<file path="config.mk">
export PLATFORM = sky130hd
export DESIGN_NAME = pc_sequencer_flat
export DESIGN_NICKNAME = d
export VERILOG_FILES = /design/src/rtl/pc_sequencer_pkg.sv /design/src/rtl/pc_sequencer_if.sv /design/src/rtl/pc_sequencer_return_stack.sv /design/src/rtl/pc_sequencer.sv /design/src/flat_wrapper.sv
export SDC_FILE = /design/constraint.sdc
export NUM_CORES = 1
export LEC_CHECK = 0
export ABC_AREA = 1
export CAP_MARGIN = 40
export CORE_MARGIN = 8
export CORE_UTILIZATION = 55
export CTS_CLUSTER_SIZE = 30
export DETAILED_ROUTE_END_ITERATION = 16
export DONT_BUFFER_PORTS = 1
export HOLD_SLACK_MARGIN = 0.15
export PLACE_DENSITY = 0.67
export SYNTH_ARGS = -nofsm -noshare
export SYNTH_HDL_FRONTEND = slang
export SYNTH_SLANG_ARGS = --single-unit
</file>
<file path="constraint.sdc">
create_clock -name clk -period 7.2 [get_ports clk]
set_clock_uncertainty 0.15 [all_clocks]
set_input_delay 1.08 -clock clk [delete_from_list [all_inputs] [get_ports clk]]
set_output_delay 1.08 -clock clk [all_outputs]
set_load 0.03 [all_outputs]
</file>
<file path="src/rtl/pc_sequencer_pkg.sv">
// pc_ctrl_pkg: run-state type and default sizes shared by the next-PC sequencer files
package pc_ctrl_pkg;
  typedef enum logic [1:0] {IDLE, RUN, HALT} seq_state_t;
  localparam int PC_W = 10;
  localparam int BR_OFF_W = 6;
  localparam int RS_DEPTH = 4;
endpackage

</file>
<file path="src/rtl/pc_sequencer_if.sv">
// pc_sequencer_if: decoder/PC-side bundle of the next-PC sequencer
interface pc_sequencer_if #(
  parameter int D = pc_ctrl_pkg::PC_W,
  parameter int OW = pc_ctrl_pkg::BR_OFF_W,
  parameter int RS_DEPTH = pc_ctrl_pkg::RS_DEPTH
);
  logic start;
  logic [D-1:0] prog_ctr;
  logic stall;
  logic halt_req;
  logic br_en;
  logic br_taken;
  logic [OW-1:0] br_offset;
  logic jmp_en;
  logic call_en;
  logic [D-1:0] jmp_addr;
  logic ret_en;
  logic absjump_en;
  logic [D-1:0] target;
  logic running;
  logic halted;
  logic stack_err;
  logic [$clog2(RS_DEPTH):0] rs_depth;
  modport master (
    output start, prog_ctr, stall, halt_req, br_en, br_taken, br_offset,
    output jmp_en, call_en, jmp_addr, ret_en,
    input absjump_en, target, running, halted, stack_err, rs_depth
  );
  modport slave (
    input start, prog_ctr, stall, halt_req, br_en, br_taken, br_offset,
    input jmp_en, call_en, jmp_addr, ret_en,
    output absjump_en, target, running, halted, stack_err, rs_depth
  );
endinterface

</file>
<file path="src/rtl/pc_sequencer_return_stack.sv">
// return_stack: LIFO of return addresses; push when full and pop when empty are ignored
module return_stack #(
  parameter int D = 10,
  parameter int DEPTH = 4,
  localparam int AW = $clog2(DEPTH)
) (
  input  logic          clk,
  input  logic          reset,
  input  logic          push,
  input  logic          pop,
  input  logic          clear,
  input  logic [D-1:0]  din,
  output logic [D-1:0]  top,
  output logic          full,
  output logic          empty,
  output logic [AW:0]   depth
);
  logic [D-1:0] mem [DEPTH];
  logic [AW:0] below;
  assign below = depth - 1'b1;
  assign top = mem[below[AW-1:0]];
  assign full = depth == (AW+1)'(DEPTH);
  assign empty = depth == '0;
  always_ff @(posedge clk) begin
    if (reset || clear) begin
      depth <= '0;
      for (int i = 0; i < DEPTH; i++) mem[i] <= '0;
    end else if (push && !full) begin
      mem[depth[AW-1:0]] <= din;
      depth <= depth + 1'b1;
    end else if (pop && !empty) begin
      depth <= depth - 1'b1;
    end
  end
endmodule

</file>
<file path="src/rtl/pc_sequencer.sv">
// pc_sequencer: picks the next fetch address (advance/branch/jump/call/return/hold)
// and runs the IDLE/RUN/HALT program state machine
module pc_sequencer import pc_ctrl_pkg::*; #(
  parameter int D = PC_W,
  parameter int OW = BR_OFF_W,
  parameter int RS_DEPTH = pc_ctrl_pkg::RS_DEPTH
) (
  input logic clk,
  input logic reset,
  pc_sequencer_if.slave bus
);
  seq_state_t state, state_n;
  logic push, pop, clear, full, empty, set_err;
  logic [D-1:0] top, br_tgt;
  assign br_tgt = bus.prog_ctr + {{(D-OW){bus.br_offset[OW-1]}}, bus.br_offset};
  return_stack #(.D(D), .DEPTH(RS_DEPTH)) rs (
    .clk(clk),
    .reset(reset),
    .push(push),
    .pop(pop),
    .clear(clear),
    .din(bus.prog_ctr + 1'b1),
    .top(top),
    .full(full),
    .empty(empty),
    .depth(bus.rs_depth)
  );
  // Holding the PC means reloading it with its own value; absjump_en=0 is the only way to advance
  always_comb begin
    bus.absjump_en = 1'b1;
    bus.target = bus.prog_ctr;
    state_n = state;
    push = 1'b0;
    pop = 1'b0;
    clear = 1'b0;
    set_err = 1'b0;
    if (state != RUN) begin
      if (bus.start) begin
        bus.target = '0;
        clear = state == HALT;
        state_n = RUN;
      end
    end else if (bus.stall) begin
      state_n = RUN;
    end else if (bus.halt_req) begin
      state_n = HALT;
    end else if (bus.ret_en) begin
      pop = !empty;
      bus.target = empty ? bus.prog_ctr : top;
      set_err = empty;
      state_n = empty ? HALT : RUN;
    end else if (bus.call_en) begin
      push = !full;
      set_err = full;
      bus.target = bus.jmp_addr;
    end else if (bus.jmp_en) begin
      bus.target = bus.jmp_addr;
    end else if (bus.br_en && bus.br_taken) begin
      bus.target = br_tgt;
    end else begin
      bus.absjump_en = 1'b0;
    end
  end
  always_ff @(posedge clk) begin
    if (reset) begin
      state <= IDLE;
      bus.running <= 1'b0;
      bus.halted <= 1'b0;
      bus.stack_err <= 1'b0;
    end else begin
      state <= state_n;
      bus.running <= state_n == RUN;
      bus.halted <= state_n == HALT;
      bus.stack_err <= bus.stack_err | set_err;
    end
  end
endmodule

</file>
<file path="src/flat_wrapper.sv">
// flat-port wrapper written by rule: the top's interface ports become plain ports
module pc_sequencer_flat import pc_ctrl_pkg::*;
#(
  parameter int D = PC_W,
  parameter int OW = BR_OFF_W,
  parameter int RS_DEPTH = pc_ctrl_pkg::RS_DEPTH
)
  (clk, reset, bus_start, bus_prog_ctr, bus_stall, bus_halt_req, bus_br_en, bus_br_taken, bus_br_offset, bus_jmp_en, bus_call_en, bus_jmp_addr, bus_ret_en, bus_absjump_en, bus_target, bus_running, bus_halted, bus_stack_err, bus_rs_depth);
  pc_sequencer_if #(.D(D), .OW(OW), .RS_DEPTH(RS_DEPTH)) bus_i ();
  input logic clk;
  input logic reset;
  input wire logic [$bits(bus_i.start)-1:0] bus_start;
  input wire logic [$bits(bus_i.prog_ctr)-1:0] bus_prog_ctr;
  input wire logic [$bits(bus_i.stall)-1:0] bus_stall;
  input wire logic [$bits(bus_i.halt_req)-1:0] bus_halt_req;
  input wire logic [$bits(bus_i.br_en)-1:0] bus_br_en;
  input wire logic [$bits(bus_i.br_taken)-1:0] bus_br_taken;
  input wire logic [$bits(bus_i.br_offset)-1:0] bus_br_offset;
  input wire logic [$bits(bus_i.jmp_en)-1:0] bus_jmp_en;
  input wire logic [$bits(bus_i.call_en)-1:0] bus_call_en;
  input wire logic [$bits(bus_i.jmp_addr)-1:0] bus_jmp_addr;
  input wire logic [$bits(bus_i.ret_en)-1:0] bus_ret_en;
  output wire logic [$bits(bus_i.absjump_en)-1:0] bus_absjump_en;
  output wire logic [$bits(bus_i.target)-1:0] bus_target;
  output wire logic [$bits(bus_i.running)-1:0] bus_running;
  output wire logic [$bits(bus_i.halted)-1:0] bus_halted;
  output wire logic [$bits(bus_i.stack_err)-1:0] bus_stack_err;
  output wire logic [$bits(bus_i.rs_depth)-1:0] bus_rs_depth;
  assign bus_i.start = bus_start;
  assign bus_i.prog_ctr = bus_prog_ctr;
  assign bus_i.stall = bus_stall;
  assign bus_i.halt_req = bus_halt_req;
  assign bus_i.br_en = bus_br_en;
  assign bus_i.br_taken = bus_br_taken;
  assign bus_i.br_offset = bus_br_offset;
  assign bus_i.jmp_en = bus_jmp_en;
  assign bus_i.call_en = bus_call_en;
  assign bus_i.jmp_addr = bus_jmp_addr;
  assign bus_i.ret_en = bus_ret_en;
  assign bus_absjump_en = bus_i.absjump_en;
  assign bus_target = bus_i.target;
  assign bus_running = bus_i.running;
  assign bus_halted = bus_i.halted;
  assign bus_stack_err = bus_i.stack_err;
  assign bus_rs_depth = bus_i.rs_depth;
  pc_sequencer #(.D(D), .OW(OW), .RS_DEPTH(RS_DEPTH)) u_core (.clk(clk), .reset(reset), .bus(bus_i));
endmodule
</file>
# ---- Word level (Yosys, flattened, before mapping)
# Memory sizes are Yosys's and may differ from the RTL's.
# Cells that the tools add are included.
dict set report totals {
  reg_bits 8
  ramBits 40
  input_bits 36
  output_inout_bits 17
  word_cells 73
  memories 1
}
dict set report op_classes {
  addsub 4
  eq_ne 5
  n_mux 48
  bitwise 1
  n_reduce_logical 9
}
# name words width rd rd_clocked_by_memory_dff write_ports line_no
set mem_list {}
lappend mem_list {u_core.rs.mem 4 10 1 0 4 pc_sequencer_return_stack.sv:18} ;# logic [D-1:0] mem [DEPTH];
# operator count
set op_table {}
lappend op_table {{10-bit 2-to-1 mux} 10}
lappend op_table {{1-bit 2-to-1 mux} 29}
lappend op_table {{2-bit 2-to-1 mux} 7}
lappend op_table {{10-bit by 1-bit adder with 10-bit output (second input constant)} 1}
lappend op_table {{10-bit adder} 1}
lappend op_table {{10-bit OR reduction} 1}
lappend op_table {{3-bit 2-to-1 mux} 2}
lappend op_table {{2-bit equality test (second input constant)} 2}
lappend op_table {{3-bit by 1-bit adder with 3-bit output (second input constant)} 1}
lappend op_table {{3-bit equality test (second input constant)} 1}
lappend op_table {{1-bit logical AND} 3}
lappend op_table {{3-bit zero test} 1}
lappend op_table {{3-bit by 1-bit subtractor with 3-bit output (second input constant)} 1}
lappend op_table {{2-bit by 1-bit equality test with 1-bit output (second input constant)} 1}
lappend op_table {{1-bit zero test} 2}
lappend op_table {{2-bit by 1-bit != test with 1-bit output (second input constant)} 1}
lappend op_table {{2-bit nonzero test} 1}
lappend op_table {{1-bit logical OR} 1}
lappend op_table {{1-bit OR} 1}

# ---- Depth between registers and ports, before layout
dict set report depth {
  ltp_word 13
  ltp_mapped 15
  ltp_nobuf 15
}

# ---- Modules after synthesis
# A second synthesis with hierarchy kept.
dict set report hier_totals {
  cells_unflattened 463
  hier_area_um2 3452.1
}
# module instances cells_each area_each_um2 seq_area_each_um2
set modules_own_cells {}
lappend modules_own_cells {return_stack 1 204 2026.9 1261.2}
lappend modules_own_cells {pc_sequencer 1 259 1425.1 100.1}

# ---- Least setup slack after synthesis
# No wires, ideal clock.
dict set report synth_path {
  kind {input-to-output}
  from {input port bus_br_offset[0]}
  to {output port bus_target[4]}
  t_arrival_ns 2.571
  required_ns 5.970
  slack_ns 3.399
  stages 9
  n_path_buf 0
  path_cell_list {ha_1 -> fa_1 -> nand3_1 -> nand2_1 -> a21oi_1 -> o21ai_0 -> a21oi_1 -> o21ai_1 -> o21ai_0}
}
dict set report synth_via {
  elab_chain_cells 8
}
# element line_no
set synth_lines {}
lappend synth_lines {{from (decl)} flat_wrapper.sv:18} ;# input wire logic [$bits(bus_i.br_offset)-1:0] bus_br_offset;
lappend synth_lines {{10-bit adder} pc_sequencer.sv:15} ;# assign br_tgt = bus.prog_ctr + {{(D-OW){bus.br_offset[OW-1]}}, bus.br_offset};
lappend synth_lines {{10-bit 2-to-1 mux} pc_sequencer.sv:58} ;# end else if (bus.br_en && bus.br_taken) begin
lappend synth_lines {{10-bit 2-to-1 mux} pc_sequencer.sv:56} ;# end else if (bus.jmp_en) begin
lappend synth_lines {{10-bit 2-to-1 mux} pc_sequencer.sv:52} ;# end else if (bus.call_en) begin
lappend synth_lines {{10-bit 2-to-1 mux} pc_sequencer.sv:47} ;# end else if (bus.ret_en) begin
lappend synth_lines {{10-bit 2-to-1 mux} pc_sequencer.sv:45} ;# end else if (bus.halt_req) begin
lappend synth_lines {{10-bit 2-to-1 mux} pc_sequencer.sv:43} ;# end else if (bus.stall) begin
lappend synth_lines {{10-bit 2-to-1 mux} pc_sequencer.sv:37} ;# if (state != RUN) begin
lappend synth_lines {{to (decl)} flat_wrapper.sv:24} ;# output wire logic [$bits(bus_i.target)-1:0] bus_target;
# No other way between the ends.

# ---- Final worst setup path
dict set report layout_path {
  from {register u_core.rs.depth[0]}
  to {output port bus_target[4]}
}
dict set report layout_via {
  elab_chain_cells 7
  elab_cells_between_ends 8
  cone_classes {add/sub: 1; mux: 5; reduce/logical: 1; memory: 1}
}
# element line_no
set layout_lines {}
lappend layout_lines {{from (decl)} pc_sequencer_return_stack.sv:16} ;# output logic [AW:0] depth
lappend layout_lines {{from (signal assigned)} pc_sequencer_return_stack.sv:30} ;# depth <= depth + 1'b1;
lappend layout_lines {{from (signal assigned)} pc_sequencer_return_stack.sv:32} ;# depth <= depth - 1'b1;
lappend layout_lines {{3-bit by 1-bit subtractor with 3-bit output} pc_sequencer_return_stack.sv:20} ;# assign below = depth - 1'b1;
lappend layout_lines {{memory 4 x 10 bit} -}
lappend layout_lines {{10-bit 2-to-1 mux *} pc_sequencer.sv:49} ;# bus.target = empty ? bus.prog_ctr : top;
lappend layout_lines {{10-bit 2-to-1 mux *} pc_sequencer.sv:47}
lappend layout_lines {{10-bit 2-to-1 mux *} pc_sequencer.sv:45}
lappend layout_lines {{10-bit 2-to-1 mux *} pc_sequencer.sv:43}
lappend layout_lines {{10-bit 2-to-1 mux *} pc_sequencer.sv:37}
# Every way passes the cells marked *; elsewhere a longest branch is shown, timed or not.

==> flow_summary.json <==
{
  "status": "finished, final reports clean",
  "dp_slack_ps": 3150,
  "drtAntennaViolNets": 0,
  "synth_top_family_by_area": "simple AND/OR/NAND/NOR gates",
  "rows": 28,
  "clk-insertion-delay-late_ps": 300,
  "final_area_sq_um": 3460,
  "mostFrequentLayoutCells": "nand2_1, nor2_1, inv_1",
  "grt_pass1_wl_mm": 14.3,
  "synth-adder-area-share": 0.0555,
  "hold_slack_ps": 429,
  "core_sq_um": 5850,
  "grt_max_degree": 27,
  "syn_area_sq_um": 3290,
  "post-cts-setup-buffers": 0,
  "syn_inst": 445,
  "p_leak_nw": 1.50,
  "yosys_warnings": 0,
  "crit_type": "flip-flop to output port",
  "synth_cell_types": 33,
  "powerDensity_nw_per_um2": 172,
  "htree_levels": 2,
  "drt_first_pass_iters": 5,
  "pwr-share-clk": 0.267,
  "num_antenna_cells": 0,
  "setup_slack_ps": 2880,
  "setup_viol": 0,
  "dpl-instance-area_sq_um": 3370,
  "clk_pin_slew_ps": 90,
  "clock_path_buffers": 2,
  "vdd_ir_drop_max_mv": 0.136,
  "start_util": 0.562,
  "dp_cells": 515,
  "swShare": 0.304,
  "critPathRequiredTime_ps": 5970,
  "utilization": 0.591,
  "numClockSinks": 48,
  "cp-start-kind": "flip-flop",
  "place_congestion": 0.897,
  "avgSynthCellArea_sq_um": 7.39,
  "switchingPower_uw": 180,
  "hpwl_mm": 6.68,
  "cts_resized": 0,
  "setup.worst_path.end_class": "output port",
  "numCtsBuffers": 5,
  "p_int_uw": 413,
  "cts_tree": "done",
  "slew_violations": 0,
  "clock.fmax_mhz": 231,
  "instances_no_fill": 523,
  "grt_setup_unrepaired": "no",
  "cap_viol_max_count": 0,
  "path_max_fanout": 26,
  "yosysSeqAreaShare": 0.414,
  "drt_iter0_markers": 260,
  "hold_buffers": 0,
  "area_growth_pct": 5.10,
  "overflow": 0,
  "synth_mux_area_frac": 0,
  "nNetsFinal": 497,
  "die_y_microns": 93.4,
  "n_fill_cell": 569,
  "antenna_found_initial": 0,
  "synth_compound_area_frac": 0.157,
  "first_global_vias": 2896,
  "vias_per_cell": 5.86,
  "hold_class": "flip-flop to flip-flop",
  "drc": 0,
  "synth_xor_area_frac": 0.0240,
  "totalWireLength_mm": 8.71,
  "ios": 53,
  "finalPower_uw": 593,
  "period_minus_slack_ps": 4320,
  "die-area_sq_um": 8710,
  "drive_gt1_frac": 0.0647,
  "numPortBuffers": 0,
  "combinationalPowerShare": 0.200,
  "dieWidth_microns": 93.4,
  "yosys.area_share.simple": 0.275,
  "seq_power_share": 0.533,
  "arrival_ps": 3090,
  "fin_setup_tns_ps": 0,
  "root_buffer": "clkbuf_8",
  "period_share": 0.601,
  "hold_viol": 0,
  "slew_headroom": 0.513,
  "synth_nets": 495,
  "final_common_cell": "nand2_1",
  "synth-seq-cells": 48,
  "vias": 3065,
  "wl_per_cell_microns": 16.6,
  "grt_use_total": 0.208,
  "tightestPinTransition_ps": 724
}
-- state kept, by name, summed over array words and instances (netlist names) --
name,cells
u_core.rs.mem,40
u_core.rs.depth,3
u_core.state,2
u_core.bus.halted,1
u_core.bus.running,1
u_core.bus.stack_err,1
-- worst max-delay path, cell delays in order (launching register included) --
cell and delay [ps]:
dfxtp_1 320, buf_4 330, inv_2 260, ha_1 590, inv_1 260, o21ai_0 130
o22ai_1 90, nand2_1 60, o21ai_0 70, or2_2 280, o21ai_1 120, o21ai_0 100
buf_2 180
-- worst paths after layout --
path / from / to / slack [ps] / depth (start not counted)
setup reg to reg: u_core.rs.depth[0] / u_core.rs.mem[0][6] / 4150 / 10
hold reg to reg: u_core.state[0] / u_core.bus.running / 430 / 4
hold / removal: u_core.state[0] / u_core.bus.running / 430 / 4
setup / recovery: u_core.rs.depth[0] / bus_target[4] / 2880 / 12
-- cell families (layout without fill, tap and decap cells) --
group | count (synthesis) | after routing
AND/OR/NAND/NOR | 216 | 216
XOR/XNOR | 9 | 9
buffers and inverters | 62 | 65
adder cells (fa/ha/maj) | 14 | 14
flip-flops | 48 | 48
AO/OA/AOI/OAI | 96 | 96
-- per-layer routing --
layer,GRT usage,up-vias,routed length (microns)
li1,-,1499,-
met1,0.270,1432,3730
met2,0.340,122,4090
met3,0.0505,12,759
met4,0.0523,0,124
met5,0,-,0
-- layout make-up --
cell class	count	area [sq um]	share of cell area
multi-input combinational	335	1690	0.487
sequential	48	1360	0.394
inverter	50	190	0.0550
tap	75	93.8	0.0271
clock buffer	5	68.8	0.0199
timing repair buffer	7	40.0	0.0116
clock inverter	3	18.8	0.00543
-- power by group through the flow --
stage	registers, mW	logic (mW)	clock network, mW
5_1_grt	0.317	0.134	0.173
2_1_floorplan	0.322	0.0912	0
3_3_place_gp	0.322	0.113	0
3_5_place_dp	0.323	0.117	0
6_report	0.316	0.119	0.158
4_1_cts	0.316	0.118	0.162
-- Yosys cell counts (all sizes together) --
cell type	number	area, sq um
and2	1	6.26
o21ai	45	225
clkbuf	9	33.8
nand2	102	388
ha	13	163
o21a	1	7.51
o311ai	1	8.76
xor2	7	61.3
buf	3	20.0
dfxtp	8	160
a21oi	30	150
fa	1	20.0
inv	50	190
or2	2	12.5
o211ai	4	30.0
edfxtp	40	1200
nor3	10	55.1
o31ai	2	15.0
nor2	76	310
nand4	3	18.8
nand3	22	115
o22ai	13	81.3
xnor2	2	17.5
No activity file was read; power rests on OpenSTA's default activity.
